===== src/rtl/mc_control_unit_if.sv =====
// Control-unit <-> datapath bundle: IR/flags/memory handshake in, select/enable lines out.
// master = control unit, slave = datapath side.
interface mc_control_unit_if;
  logic [31:0] instr;
  logic        zero;
  logic        lt;
  logic        ltu;
  logic        mem_ready;
  logic        mem_req;
  logic        pc_write;
  logic        ir_write;
  logic        mem_write;
  logic        reg_write;
  logic        adr_src;
  logic [1:0]  alu_src_a;
  logic [1:0]  alu_src_b;
  logic [1:0]  alu_op;
  logic [1:0]  result_src;
  logic [2:0]  imm_src;
  logic        illegal;
  logic [3:0]  state;

  modport master (
    input  instr, zero, lt, ltu, mem_ready,
    output mem_req, pc_write, ir_write, mem_write, reg_write, adr_src,
           alu_src_a, alu_src_b, alu_op, result_src, imm_src, illegal, state
  );

  modport slave (
    output instr, zero, lt, ltu, mem_ready,
    input  mem_req, pc_write, ir_write, mem_write, reg_write, adr_src,
           alu_src_a, alu_src_b, alu_op, result_src, imm_src, illegal, state
  );
endinterface


===== src/rtl/mc_control_unit.sv =====
// Multicycle RV32I control FSM: sequences the shared-ALU datapath and raises a sticky
// illegal-opcode trap. State encoding follows the listed order (FETCH=0 .. TRAP=14).
module mc_control_unit #(
  parameter bit MEM_HANDSHAKE   = 1'b1,
  parameter bit ENABLE_JALR     = 1'b1,
  parameter bit ENABLE_UPPER    = 1'b1,
  parameter bit TRAP_ON_ILLEGAL = 1'b1
) (
  input  logic               clk,
  input  logic               reset,
  mc_control_unit_if.master  bus
);

  typedef enum logic [3:0] {
    StFetch, StDecode, StMemAdr, StMemRead, StMemWb, StMemWrite, StExecR, StExecI,
    StAluWb, StBranch, StJal, StJalr, StLink, StUpper, StTrap
  } state_e;

  localparam logic [6:0] OpLoad   = 7'b0000011;
  localparam logic [6:0] OpStore  = 7'b0100011;
  localparam logic [6:0] OpReg    = 7'b0110011;
  localparam logic [6:0] OpImm    = 7'b0010011;
  localparam logic [6:0] OpBranch = 7'b1100011;
  localparam logic [6:0] OpJal    = 7'b1101111;
  localparam logic [6:0] OpJalr   = 7'b1100111;
  localparam logic [6:0] OpLui    = 7'b0110111;
  localparam logic [6:0] OpAuipc  = 7'b0010111;

  state_e     state_q, state_d, illegal_next;
  logic       illegal_q;
  logic [6:0] op;
  logic [2:0] funct3;
  logic       ready, taken;
  logic       mem_req, pc_write, ir_write, mem_write, reg_write, adr_src;
  logic [1:0] alu_src_a, alu_src_b, alu_op, result_src;
  logic [2:0] imm_src;

  assign op           = bus.instr[6:0];
  assign funct3       = bus.instr[14:12];
  assign ready        = MEM_HANDSHAKE ? bus.mem_ready : 1'b1;
  assign illegal_next = TRAP_ON_ILLEGAL ? StTrap : StFetch;

  always_comb begin
    taken = 1'b0;
    case (funct3)
      3'b000:  taken = bus.zero;
      3'b001:  taken = ~bus.zero;
      3'b100:  taken = bus.lt;
      3'b101:  taken = ~bus.lt;
      3'b110:  taken = bus.ltu;
      3'b111:  taken = ~bus.ltu;
      default: taken = 1'b0;
    endcase
  end

  always_comb begin
    imm_src = 3'b000;
    case (op)
      OpStore:        imm_src = 3'b001;
      OpBranch:       imm_src = 3'b010;
      OpJal:          imm_src = 3'b011;
      OpLui, OpAuipc: imm_src = 3'b100;
      default:        imm_src = 3'b000;
    endcase
  end

  always_comb begin
    state_d = state_q;
    case (state_q)
      StFetch:    if (ready) state_d = StDecode;
      StDecode: begin
        case (op)
          OpLoad, OpStore: state_d = StMemAdr;
          OpReg:           state_d = StExecR;
          OpImm:           state_d = StExecI;
          OpBranch:        state_d = StBranch;
          OpJal:           state_d = StJal;
          OpJalr:          state_d = ENABLE_JALR ? StJalr : illegal_next;
          OpLui, OpAuipc:  state_d = ENABLE_UPPER ? StUpper : illegal_next;
          default:         state_d = illegal_next;
        endcase
      end
      StMemAdr:   state_d = op[5] ? StMemWrite : StMemRead;
      StMemRead:  if (ready) state_d = StMemWb;
      StMemWb:    state_d = StFetch;
      StMemWrite: if (ready) state_d = StFetch;
      StExecR, StExecI, StJal, StLink, StUpper: state_d = StAluWb;
      StAluWb:    state_d = StFetch;
      StBranch:   state_d = StFetch;
      StJalr:     state_d = StLink;
      StTrap:     state_d = StTrap;
      default:    state_d = StFetch;
    endcase
  end

  always_ff @(posedge clk) begin
    if (reset) begin
      state_q   <= StFetch;
      illegal_q <= 1'b0;
    end else begin
      state_q <= state_d;
      if (state_d == StTrap) illegal_q <= 1'b1;
    end
  end

  // Moore decode from state_q; only FETCH (ready) and BRANCH (flags) look at live inputs.
  always_comb begin
    mem_req    = 1'b0;
    pc_write   = 1'b0;
    ir_write   = 1'b0;
    mem_write  = 1'b0;
    reg_write  = 1'b0;
    adr_src    = 1'b0;
    alu_src_a  = 2'b00;
    alu_src_b  = 2'b00;
    alu_op     = 2'b00;
    result_src = 2'b00;
    case (state_q)
      StFetch: begin
        mem_req    = 1'b1;
        alu_src_b  = 2'b10;
        result_src = 2'b10;
        pc_write   = ready;
        ir_write   = ready;
      end
      StDecode: begin
        alu_src_a = 2'b01;
        alu_src_b = 2'b01;
      end
      StMemAdr: begin
        alu_src_a = 2'b10;
        alu_src_b = 2'b01;
      end
      StMemRead: begin
        mem_req = 1'b1;
        adr_src = 1'b1;
      end
      StMemWb: begin
        result_src = 2'b01;
        reg_write  = 1'b1;
      end
      StMemWrite: begin
        mem_req   = 1'b1;
        adr_src   = 1'b1;
        mem_write = 1'b1;
      end
      StExecR: begin
        alu_src_a = 2'b10;
        alu_op    = 2'b10;
      end
      StExecI: begin
        alu_src_a = 2'b10;
        alu_src_b = 2'b01;
        alu_op    = 2'b10;
      end
      StAluWb:  reg_write = 1'b1;
      StBranch: begin
        alu_src_a = 2'b10;
        alu_op    = 2'b01;
        pc_write  = taken;
      end
      StJal: begin
        pc_write  = 1'b1;
        alu_src_a = 2'b01;
        alu_src_b = 2'b10;
      end
      StJalr: begin
        alu_src_a  = 2'b10;
        alu_src_b  = 2'b01;
        result_src = 2'b10;
        pc_write   = 1'b1;
      end
      StLink: begin
        alu_src_a = 2'b01;
        alu_src_b = 2'b10;
      end
      StUpper: begin
        alu_src_a = op[5] ? 2'b11 : 2'b01;
        alu_src_b = 2'b01;
      end
      default: ;
    endcase
    // No write may issue in a reset cycle, even mid-instruction.
    if (reset) begin
      mem_req   = 1'b0;
      pc_write  = 1'b0;
      ir_write  = 1'b0;
      mem_write = 1'b0;
      reg_write = 1'b0;
    end
  end

  assign bus.mem_req    = mem_req;
  assign bus.pc_write   = pc_write;
  assign bus.ir_write   = ir_write;
  assign bus.mem_write  = mem_write;
  assign bus.reg_write  = reg_write;
  assign bus.adr_src    = adr_src;
  assign bus.alu_src_a  = alu_src_a;
  assign bus.alu_src_b  = alu_src_b;
  assign bus.alu_op     = alu_op;
  assign bus.result_src = result_src;
  assign bus.imm_src    = imm_src;
  assign bus.illegal    = illegal_q;
  assign bus.state      = state_q;

endmodule


===== src/flat_wrapper.sv =====
// flat-port wrapper written by rule: the top's interface ports become plain ports
module mc_control_unit_flat 
#(
  parameter bit MEM_HANDSHAKE   = 1'b1,
  parameter bit ENABLE_JALR     = 1'b1,
  parameter bit ENABLE_UPPER    = 1'b1,
  parameter bit TRAP_ON_ILLEGAL = 1'b1
)
  (clk, reset, bus_instr, bus_zero, bus_lt, bus_ltu, bus_mem_ready, bus_mem_req, bus_pc_write, bus_ir_write, bus_mem_write, bus_reg_write, bus_adr_src, bus_alu_src_a, bus_alu_src_b, bus_alu_op, bus_result_src, bus_imm_src, bus_illegal, bus_state);
  mc_control_unit_if bus_i ();
  input  logic clk;
  input  logic reset;
  input wire logic [$bits(bus_i.instr)-1:0] bus_instr;
  input wire logic [$bits(bus_i.zero)-1:0] bus_zero;
  input wire logic [$bits(bus_i.lt)-1:0] bus_lt;
  input wire logic [$bits(bus_i.ltu)-1:0] bus_ltu;
  input wire logic [$bits(bus_i.mem_ready)-1:0] bus_mem_ready;
  output wire logic [$bits(bus_i.mem_req)-1:0] bus_mem_req;
  output wire logic [$bits(bus_i.pc_write)-1:0] bus_pc_write;
  output wire logic [$bits(bus_i.ir_write)-1:0] bus_ir_write;
  output wire logic [$bits(bus_i.mem_write)-1:0] bus_mem_write;
  output wire logic [$bits(bus_i.reg_write)-1:0] bus_reg_write;
  output wire logic [$bits(bus_i.adr_src)-1:0] bus_adr_src;
  output wire logic [$bits(bus_i.alu_src_a)-1:0] bus_alu_src_a;
  output wire logic [$bits(bus_i.alu_src_b)-1:0] bus_alu_src_b;
  output wire logic [$bits(bus_i.alu_op)-1:0] bus_alu_op;
  output wire logic [$bits(bus_i.result_src)-1:0] bus_result_src;
  output wire logic [$bits(bus_i.imm_src)-1:0] bus_imm_src;
  output wire logic [$bits(bus_i.illegal)-1:0] bus_illegal;
  output wire logic [$bits(bus_i.state)-1:0] bus_state;
  assign bus_i.instr = bus_instr;
  assign bus_i.zero = bus_zero;
  assign bus_i.lt = bus_lt;
  assign bus_i.ltu = bus_ltu;
  assign bus_i.mem_ready = bus_mem_ready;
  assign bus_mem_req = bus_i.mem_req;
  assign bus_pc_write = bus_i.pc_write;
  assign bus_ir_write = bus_i.ir_write;
  assign bus_mem_write = bus_i.mem_write;
  assign bus_reg_write = bus_i.reg_write;
  assign bus_adr_src = bus_i.adr_src;
  assign bus_alu_src_a = bus_i.alu_src_a;
  assign bus_alu_src_b = bus_i.alu_src_b;
  assign bus_alu_op = bus_i.alu_op;
  assign bus_result_src = bus_i.result_src;
  assign bus_imm_src = bus_i.imm_src;
  assign bus_illegal = bus_i.illegal;
  assign bus_state = bus_i.state;
  mc_control_unit #(.MEM_HANDSHAKE(MEM_HANDSHAKE), .ENABLE_JALR(ENABLE_JALR), .ENABLE_UPPER(ENABLE_UPPER), .TRAP_ON_ILLEGAL(TRAP_ON_ILLEGAL)) u_core (.clk(clk), .reset(reset), .bus(bus_i));
endmodule

===== config.mk =====
export PLATFORM = sky130hd
export DESIGN_NAME = mc_control_unit_flat
export DESIGN_NICKNAME = d
export VERILOG_FILES = /design/src/rtl/mc_control_unit_if.sv /design/src/rtl/mc_control_unit.sv /design/src/flat_wrapper.sv
export SDC_FILE = /design/constraint.sdc
export NUM_CORES = 1
export LEC_CHECK = 0
export CAP_MARGIN = 25
export CORE_ASPECT_RATIO = 0.9
export CORE_MARGIN = 3
export CORE_UTILIZATION = 30
export CTS_CLUSTER_DIAMETER = 120
export DETAILED_ROUTE_END_ITERATION = 16
export PLACE_DENSITY_LB_ADDON = 0.25
export RECOVER_POWER = 50
export SYNTH_ARGS = -nofsm -noshare
export SYNTH_HDL_FRONTEND = slang
export SYNTH_SLANG_ARGS = --single-unit

===== constraint.sdc =====
create_clock -name clk -period 1.7 [get_ports clk]
set_input_delay 0.425 -clock clk [delete_from_list [all_inputs] [get_ports clk]]
set_output_delay 0.425 -clock clk [all_outputs]
set_load 0.05 [all_outputs]

### After elaboration in Yosys (flattened, before gate mapping)

Index checks and enable logic that the tools add are counted.

* bits in registers: 5
* output and inout bits: 22
* logic and storage cells: 73

* equal/unequal tests: 29
* multiplexer cells: 24
* bitwise operators: 3
* reduce and logical (&&, ||, !) cells: 15

Operators by type and width (number)
* equality test 4 bit (second input constant): 8
* case mux 4 bit (8 select lines): 1
* case mux 4 bit (7 select lines): 1
* equality test 7 x 6 -> 1 bit (second input constant): 3
* equality test 7 bit (second input constant): 3
* equality test 4 x 3 -> 1 bit (second input constant): 4
* OR reduction 5 bit: 3
* equality test 7 x 5 -> 1 bit (second input constant): 2
* OR reduction 2 bit: 7
* equality test 3 bit (second input constant): 4
* two-way mux 4 bit: 3
* case mux 2 bit (2 select lines): 3
* case mux 3 bit (4 select lines): 1
* two-way mux 1 bit: 10
* OR reduction 3 bit: 3
* equality test 4 x 2 -> 1 bit (second input constant): 2
* equality test 7 x 2 -> 1 bit (second input constant): 1
* case mux 1 bit (6 select lines): 1
* case mux 2 bit (3 select lines): 1
* equality test 4 x 1 -> 1 bit (second input constant): 1
* zero test 4 bit: 1
* equality test 3 x 1 -> 1 bit (second input constant): 1
* zero test 3 bit: 1
* two-way mux 3 bit: 1
* other kinds (3): 5

### Longest topological paths before layout

Gate-level depths: netlist (run 1).

* depth after elaboration: 5
* depth in mapped cells: 6
* depth with buffers taken out: 5

### Worst setup path after synthesis (run 1)

No wires, ideal clock.

* kind: reg2out
* start point: register u_core.state_q[0] (netlist: u_core.bus.state[0])
* end point: output port bus_pc_write
* arrival time: 3774 ps
* data required time: 1275 ps
* setup slack: -2499 ps
* cell stages (with the launch flop): 5
* path through: dfxtp_1 > buf_2 > buf_1 > a221oi_1 > a2111oi_0

* cells in the longest elaborated chain, start to end: 4
* elaborated cells between the ends (all ways): 7
* classes of those cells: eq/ne (3); mux (2); reduce/logical (2)

Ends and longest elaborated chain
* start: declaration: line mc_control_unit.sv:29 `state_e state_q, state_d, illegal_next;`
* start signal: assignment: line mc_control_unit.sv:98 `state_q <= StFetch;`
* start signal: assignment: line mc_control_unit.sv:101 `state_q <= state_d;`
* equality test 4 bit: line mc_control_unit.sv:118 `case (state_q)`
* OR reduction 2 bit (no source line)
* case mux 1 bit (3 select lines) *: line mc_control_unit.sv:118
* two-way mux 1 bit *: line mc_control_unit.sv:184 `if (reset) begin`
* end: declaration: line flat_wrapper.sv:19 `output wire logic [$bits(bus_i.pc_write)-1:0] bus_pc_write;`

Every way passes the cells marked *; elsewhere a longest branch is shown, timed or not.

### Final worst setup path (run 1)

* start point: input port bus_instr[12]
* end point: output port bus_pc_write

* cells in the longest elaborated chain, start to end: 4
* elaborated cells between the ends (all ways): 9
* classes of those cells: eq/ne (5); mux (3); reduce/logical (1)

Ends and longest elaborated chain
* start: declaration: line flat_wrapper.sv:13 `input wire logic [$bits(bus_i.instr)-1:0] bus_instr;`
* equality test 3 bit (tied with other cells): line mc_control_unit.sv:45 `case (funct3)`
* case mux 1 bit (6 select lines) *: line mc_control_unit.sv:45
* case mux 1 bit (3 select lines) *: line mc_control_unit.sv:118
* two-way mux 1 bit *: line mc_control_unit.sv:184

Marks and branches as above.

==> results of run 1 <==
==> registers in the layout, summed over array words and instances (netlist names) <==
| name | count |
|---|---|
| u_core.bus.state | 4 |
| u_core.bus.illegal | 1 |
==> worst min-delay path, delay by kind of cell (launching register included) <==
| kind | cells | cell delay, ps |
|---|---|---|
| AOI/OAI and AO/OA | 1 | 70 |
| buffers and inverters | 1 | 90 |
| DFF | 1 | 330 |
==> final cells by class <==
| class | count | area, um2 | share of cell area |
|---|---|---|---|
| Multi-Input combinational cell | 94 | 897 | 0.420 |
| Inverter | 5 | 21.3 | 0.00996 |
| Tap cell | 27 | 33.8 | 0.0158 |
| Sequential cell | 5 | 109 | 0.0510 |
| Clock buffer | 4 | 26.3 | 0.0123 |
| Timing Repair Buffer | 94 | 1050 | 0.491 |
==> metal layers <==
| metal | up-vias | track usage | wire (um) |
|---|---|---|---|
| li1 | 590 | - | - |
| met1 | 686 | 0.355 | 1950 |
| met2 | 185 | 0.511 | 2920 |
| met3 | 91 | 0.0542 | 744 |
| met4 | 0 | 0.201 | 821 |
| met5 | - | 0 | 0 |
==> kinds of logic (layout without fill, tap and decap cells) <==
family / Yosys count / in the layout / share of synthesized area
compound gates: 34 / 34 / 0.337
mux: 1 / 1 / 0.0138
buf+inv: 11 / 103 / 0.0691
simple gates: 55 / 55 / 0.394
flops: 5 / 5 / 0.138
xor+xnor: 4 / 4 / 0.0484
==> power by group <==
part	leakage (nW)	switching (mW)	internal (mW)	total [mW]
logic	0.869	1.89	1.78	3.67
registers	0.0427	0.113	0.165	0.278
clock network	0.0150	0.0675	0.0899	0.157
==> through the flow <==
step	worst slack (ps)	power (mW)	setup TNS, ps	cell area, um2
final	-530	4.11	-5090	2140
after global placement	-726	2.92	-4420	1710
after global routing	-603	4.22	-5710	2140
after detailed placement	-795	2.97	-4770	1710
after CTS	-269	3.52	-1900	1990
after floorplan	-363	1.83	-1030	967
==> cell usage in the layout, fill, tap and decap left out, drive strengths merged, types with 3 or more instances in the layout <==
master / Yosys / final
inv: 5 / 5
xor2: 3 / 3
a21oi: 8 / 8
nor3: 7 / 7
buf: 6 / 86
clkbuf: 0 / 6
o21ai: 7 / 7
nand2: 12 / 12
nor2b: 7 / 7
nand3b: 3 / 3
dlygate4sd2: 0 / 6
or2: 3 / 3
dfxtp: 5 / 5
nor2: 11 / 11
==> path summary, 6_finish.rpt <==
kind,start,endpoint,slack [ps],cells past startpoint
worst max-delay path,bus_instr[12],bus_pc_write,-530,7
worst max register to register,u_core.bus.state[0]$_SDFF_PP0_,u_core.bus.illegal$_SDFFE_PP0N_,-240,5
worst min register to register,u_core.bus.illegal$_SDFFE_PP0N_,u_core.bus.illegal$_SDFFE_PP0N_,550,2
worst min-delay path,u_core.bus.illegal$_SDFFE_PP0N_,u_core.bus.illegal$_SDFFE_PP0N_,550,2
==> what timing repair did <==
action / CTS / global route
pin swaps: 19 / 18
endpoints found under the setup margin: 20 / 17
hold buffers: 0 / 0
gates resized for setup: 74 / 29
setup buffers: 22 / 12
==> results.sh, run 1 <==
export IMPL_cp_num_buf_inv=2
export IMPL_required_ps=1270
export IMPL_ys_top_cells_by_count="12 x nand2_1, 11 x nor2_1, 8 x a21oi_1"
export IMPL_synth_top_area_frac=0.138
export IMPL_core_area_um2=2240
export IMPL_worstSkewPairLatency_ps=270
export IMPL_max_clock_path_buffers=2
export IMPL_grt_use_total=0.305
export IMPL_initial_utilization=0.323
export IMPL_final_cells=229
export IMPL_yosysWarnings=0
export IMPL_die_y_um=52.6
export IMPL_numClockSinks=5
export IMPL_antenna_cells=0
export IMPL_async_flop_share=0
export IMPL_worstPathArrival_ps=1800
export IMPL_relSlewSlack=0.567
export IMPL_slowest_stage="a2111oi_4"
export IMPL_die_w_um=57.8
export IMPL_grt_pass1_vias=1285
export IMPL_setup_viol=21
export IMPL_syn_inst=110
export IMPL_worst_pin_slew_ps=653
export IMPL_overflow=0
export IMPL_cts_tree="built"
export IMPL_area_delta_synth_final_pct=195
export IMPL_firstDrtPassIters=6
export IMPL_worst_setup_path_end_kind="primary output"
export IMPL_synth_top_area_cell="dfxtp_1"
export IMPL_synth_fp_nets=148
export IMPL_postLayoutCoreUtil=0.953
export IMPL_dieArea_um2=3040
export IMPL_start_kind="input pin"
export IMPL_setup_slack_ps=-530
export IMPL_ys_ff_latch=5
export IMPL_hold_viol=0
export IMPL_fin_crit_ps=2230
export IMPL_io_buffers=37
export IMPL_path_clk_slew_ps=40
export IMPL_hold_slack_ps=545
export IMPL_fin_skew_ps=10.9
export IMPL_violations="negative setup slack"
export IMPL_hpwl_um=2360
export IMPL_max_freq_mhz=449
export IMPL_power_density_nw_per_um2=1920
export IMPL_crit_fanout=2
export IMPL_place_congestion=0.783
export IMPL_crit_family="compound AO/OA/AOI/OAI gates"
export IMPL_cts_buffers=3
export IMPL_yosysSeqAreaShare=0.138
export IMPL_nNetsFinal=241
export IMPL_cp_slowest_stage_delay_ps=320
export IMPL_peakVddDrop_mv=1.96
export IMPL_drive_gt1_frac=0.698
export IMPL_path_class="in -> out"
export IMPL_avgSynthCellArea_um2=6.59
export IMPL_fillers=54
export IMPL_synth_edff_count=0
export IMPL_route_detailed_drc=0
export IMPL_vias=1552
export IMPL_rows=16
export IMPL_post_drt_wl_per_cell_um=28.1
export IMPL_drv_cap=0
export IMPL_place_inst=194
export IMPL_antenna_found_initial=0
export IMPL_via_per_inst=6.78
export IMPL_drt_antenna_violating_nets=0
export IMPL_holdCritPathClass="reg -> reg"
export IMPL_grt_pass1_wl_um=6760
export IMPL_run_status="finished, violations left"
export IMPL_synth_distinct_cells=40
export IMPL_routed_wl_um=6440
export IMPL_report_final_slew_viol_count=0
export IMPL_yosysMostFrequentCell="nand2_1"
export IMPL_grt_max_degree=13
export IMPL_rsz0062_at_grt="true"
export IMPL_synth_ff_type="dfxtp_1"
export IMPL_drt_iter0_drc=162
export IMPL_worstPathCellList="dlygate4sd2_1 -> xor2_1 -> nand3_1 -> o21ai_2 -> a221oi_4 -> a2111oi_4 -> buf_12"
export IMPL_root_buffer="clkbuf_4"
export IMPL_syn_cell_area_um2=724
export IMPL_fin_crit_sh=1.31
export IMPL_power_leakage_nw=0.927
export IMPL_synthTopCellsByArea="dfxtp_1 14%, nand2_1 6.2%, nor2b_1 6.0%"
export IMPL_num_io_pins=60
export IMPL_htree_levels=1
(Power assumes the default switching activity.)
==> run 2, diff against run 1 <==
CORE_ASPECT_RATIO = default   (was 0.9)
==> run 2 against run 1 <==
The flow still finishes with violations (negative setup slack); global-route usage is 5.7 points higher; wire length is 8.1% lower; fmax is 6.8% higher; hold slack worse by 2.8 ps; flip-flop and latch count stayed put; sequential share of layout area is 0.059 points lower; clock-buffer cell count stayed put; total power is 0.44% higher; critical path type unchanged; via count is 10% lower; non-clock buffer count is 4 lower.
==> results.sh, run 2 (same netlist as run 1, synthesis figures left out) <==
export IMPL_antenna_found_initial=0
export IMPL_path_clk_slew_ps=50
export IMPL_slowest_stage="a2111oi_4"
export IMPL_cts_buffers=3
export IMPL_cp_slowest_stage_delay_ps=270
export IMPL_rows=17
export IMPL_die_y_um=55.1
export IMPL_reg2reg_slack_ps=-240
export IMPL_initial_utilization=0.321
export IMPL_r2r_start="u_core.bus.state[2]$_SDFF_PP0_"
export IMPL_nNetsFinal=237
export IMPL_io_buffers=37
export IMPL_hold_slack_ps=543
export IMPL_die_w_um=55.1
export IMPL_grt_pass1_wl_um=7420
export IMPL_holdCritPathClass="reg -> reg"
export IMPL_core_area_um2=2250
export IMPL_relSlewSlack=0.602
export IMPL_place_congestion=0.860
export IMPL_power_mw=4.13
export IMPL_num_io_pins=60
export IMPL_report_final_slew_viol_count=0
export IMPL_area_delta_synth_final_pct=198
export IMPL_cts_tree="built"
export IMPL_drive_gt1_frac=0.712
export IMPL_fin_crit_sh=1.23
export IMPL_firstDrtPassIters=4
export IMPL_pre_cts_ws_ps=-838
export IMPL_worstSkewPairLatency_ps=260
export IMPL_startpoint="bus_ltu"
export IMPL_hold_viol=0
export IMPL_overflow=0
export IMPL_hpwl_um=2440
export IMPL_route_detailed_drc=0
export IMPL_drt_antenna_violating_nets=0
export IMPL_final_common_cell="buf_4"
export IMPL_drt_iter0_drc=95
export IMPL_grt_use_total=0.363
export IMPL_r2r_cells=7
export IMPL_via_per_inst=6.18
export IMPL_peakVddDrop_mv=1.96
export IMPL_layout_common_cells="36 x buf_4, 23 x buf_12, 19 x buf_6"
export IMPL_tns_ps=-4130
export IMPL_fillers=50
export IMPL_worstPathArrival_ps=1660
export IMPL_max_clock_path_buffers=2
export IMPL_worst_pin_slew_ps=600
export IMPL_largest_reg_flops=4
export IMPL_start_kind="input pin"
export IMPL_drv_cap=0
export IMPL_seqCellArea_um2=109
export IMPL_cp_endpoint="bus_pc_write"
export IMPL_power_leakage_nw=0.894
export IMPL_run_status="finished, violations left"
export IMPL_path_class="in -> out"
export IMPL_grt_pass1_vias=1348
export IMPL_rr_endpoint="u_core.bus.illegal$_SDFFE_PP0N_"
export IMPL_routed_wl_um=5920
export IMPL_power_density_nw_per_um2=1910
export IMPL_grt_max_degree=15
export IMPL_root_buffer="clkbuf_4"
export IMPL_worstPathCellList="dlygate4sd2_1 -> xor2_1 -> nand3_2 -> o21ai_2 -> a221oi_4 -> a2111oi_4 -> buf_12"
export IMPL_htree_levels=1
export IMPL_vias=1396
export IMPL_setup_slack_ps=-387
export IMPL_fin_skew_ps=1.71
export IMPL_dieArea_um2=3040
export IMPL_worst_setup_path_end_kind="primary output"
export IMPL_max_freq_mhz=479
export IMPL_rsz0062_at_grt="true"
export IMPL_setup_viol=19
export IMPL_multiInputGateArea_um2=930
export IMPL_crit_fanout=1
export IMPL_required_ps=1270
export IMPL_antenna_cells=0
export IMPL_numClockSinks=5
export IMPL_holdBufCountCts=0
export IMPL_post_drt_wl_per_cell_um=26.2
export IMPL_violations="negative setup slack"
export IMPL_fin_crit_ps=2090
export IMPL_postLayoutCoreUtil=0.958
[run 2: cell types whose count changed in the layout (fill, tap and decap cells not counted), sizes merged]
cell	previous run	this run
dlygate4sd2	6	5
clkbuf	6	5
clkdlybuf4s15	0	3
buf	86	81
[run 2: through the flow]
| step | area (um2) | instances |
|---|---|---|
| after CTS | 2030 | 220 |
| final | 2160 | 226 |
| after global placement | 1740 | 198 |
| after global routing | 2160 | 226 |
| after floorplan | 967 | 110 |
| after detailed placement | 1740 | 198 |
[run 2: metal layers]
| metal | global-route usage | wire, um | vias up |
|---|---|---|---|
| li1 | - | - | 575 |
| met1 | 0.384 | 2170 | 671 |
| met2 | 0.634 | 2960 | 116 |
| met3 | 0.0617 | 432 | 34 |
| met4 | 0.275 | 351 | 0 |
| met5 | 0 | 0 | - |
[run 2: worst min path at each step]
| stage | start | end | slack (ps) | depth (start not counted) |
|---|---|---|---|---|
| after global placement | u_core.bus.illegal$_SDFFE_PP0N_ | u_core.bus.illegal$_SDFFE_PP0N_ | 460 | 2 |
| after detailed placement | u_core.bus.illegal$_SDFFE_PP0N_ | u_core.bus.illegal$_SDFFE_PP0N_ | 460 | 2 |
| final | u_core.bus.illegal$_SDFFE_PP0N_ | u_core.bus.illegal$_SDFFE_PP0N_ | 540 | 2 |
| after CTS | u_core.bus.illegal$_SDFFE_PP0N_ | u_core.bus.illegal$_SDFFE_PP0N_ | 470 | 2 |
| after floorplan | reset | u_core.bus.illegal$_SDFFE_PP0N_ | 530 | 1 |
| after global routing | u_core.bus.illegal$_SDFFE_PP0N_ | u_core.bus.illegal$_SDFFE_PP0N_ | 530 | 2 |
[run 2: cell type report]
class                      instances  area share
inverter                           5     0.00984
sequential                         5      0.0504
tap                               28      0.0162
multi-input combinational         94       0.430
clock buffer                       4      0.0122
timing repair buffer              90       0.481
[run 2: power breakdown]
part,total [mW],switching [mW],internal (mW)
Sequential,0.281,0.116,0.165
Clock,0.157,0.0671,0.0899
Combinational,3.69,1.89,1.80
Total,4.13,2.07,2.06
[run 2: what timing repair did]
| item | 4_1_cts | 5_1_grt |
|---|---|---|
| setup endpoints to repair | 19 | 21 |
| setup buffers | 18 | 11 |
| gates resized for setup | 81 | 24 |
| pin swaps | 25 | 23 |
[run 2: worst max-delay path: cells and delay by family]
family,cells,cell delay [ps]
AO/OA/AOI/OAI,3,520
XOR/XNOR,1,180
buffers and inverters,2,430
AND/OR/NAND/NOR,1,100
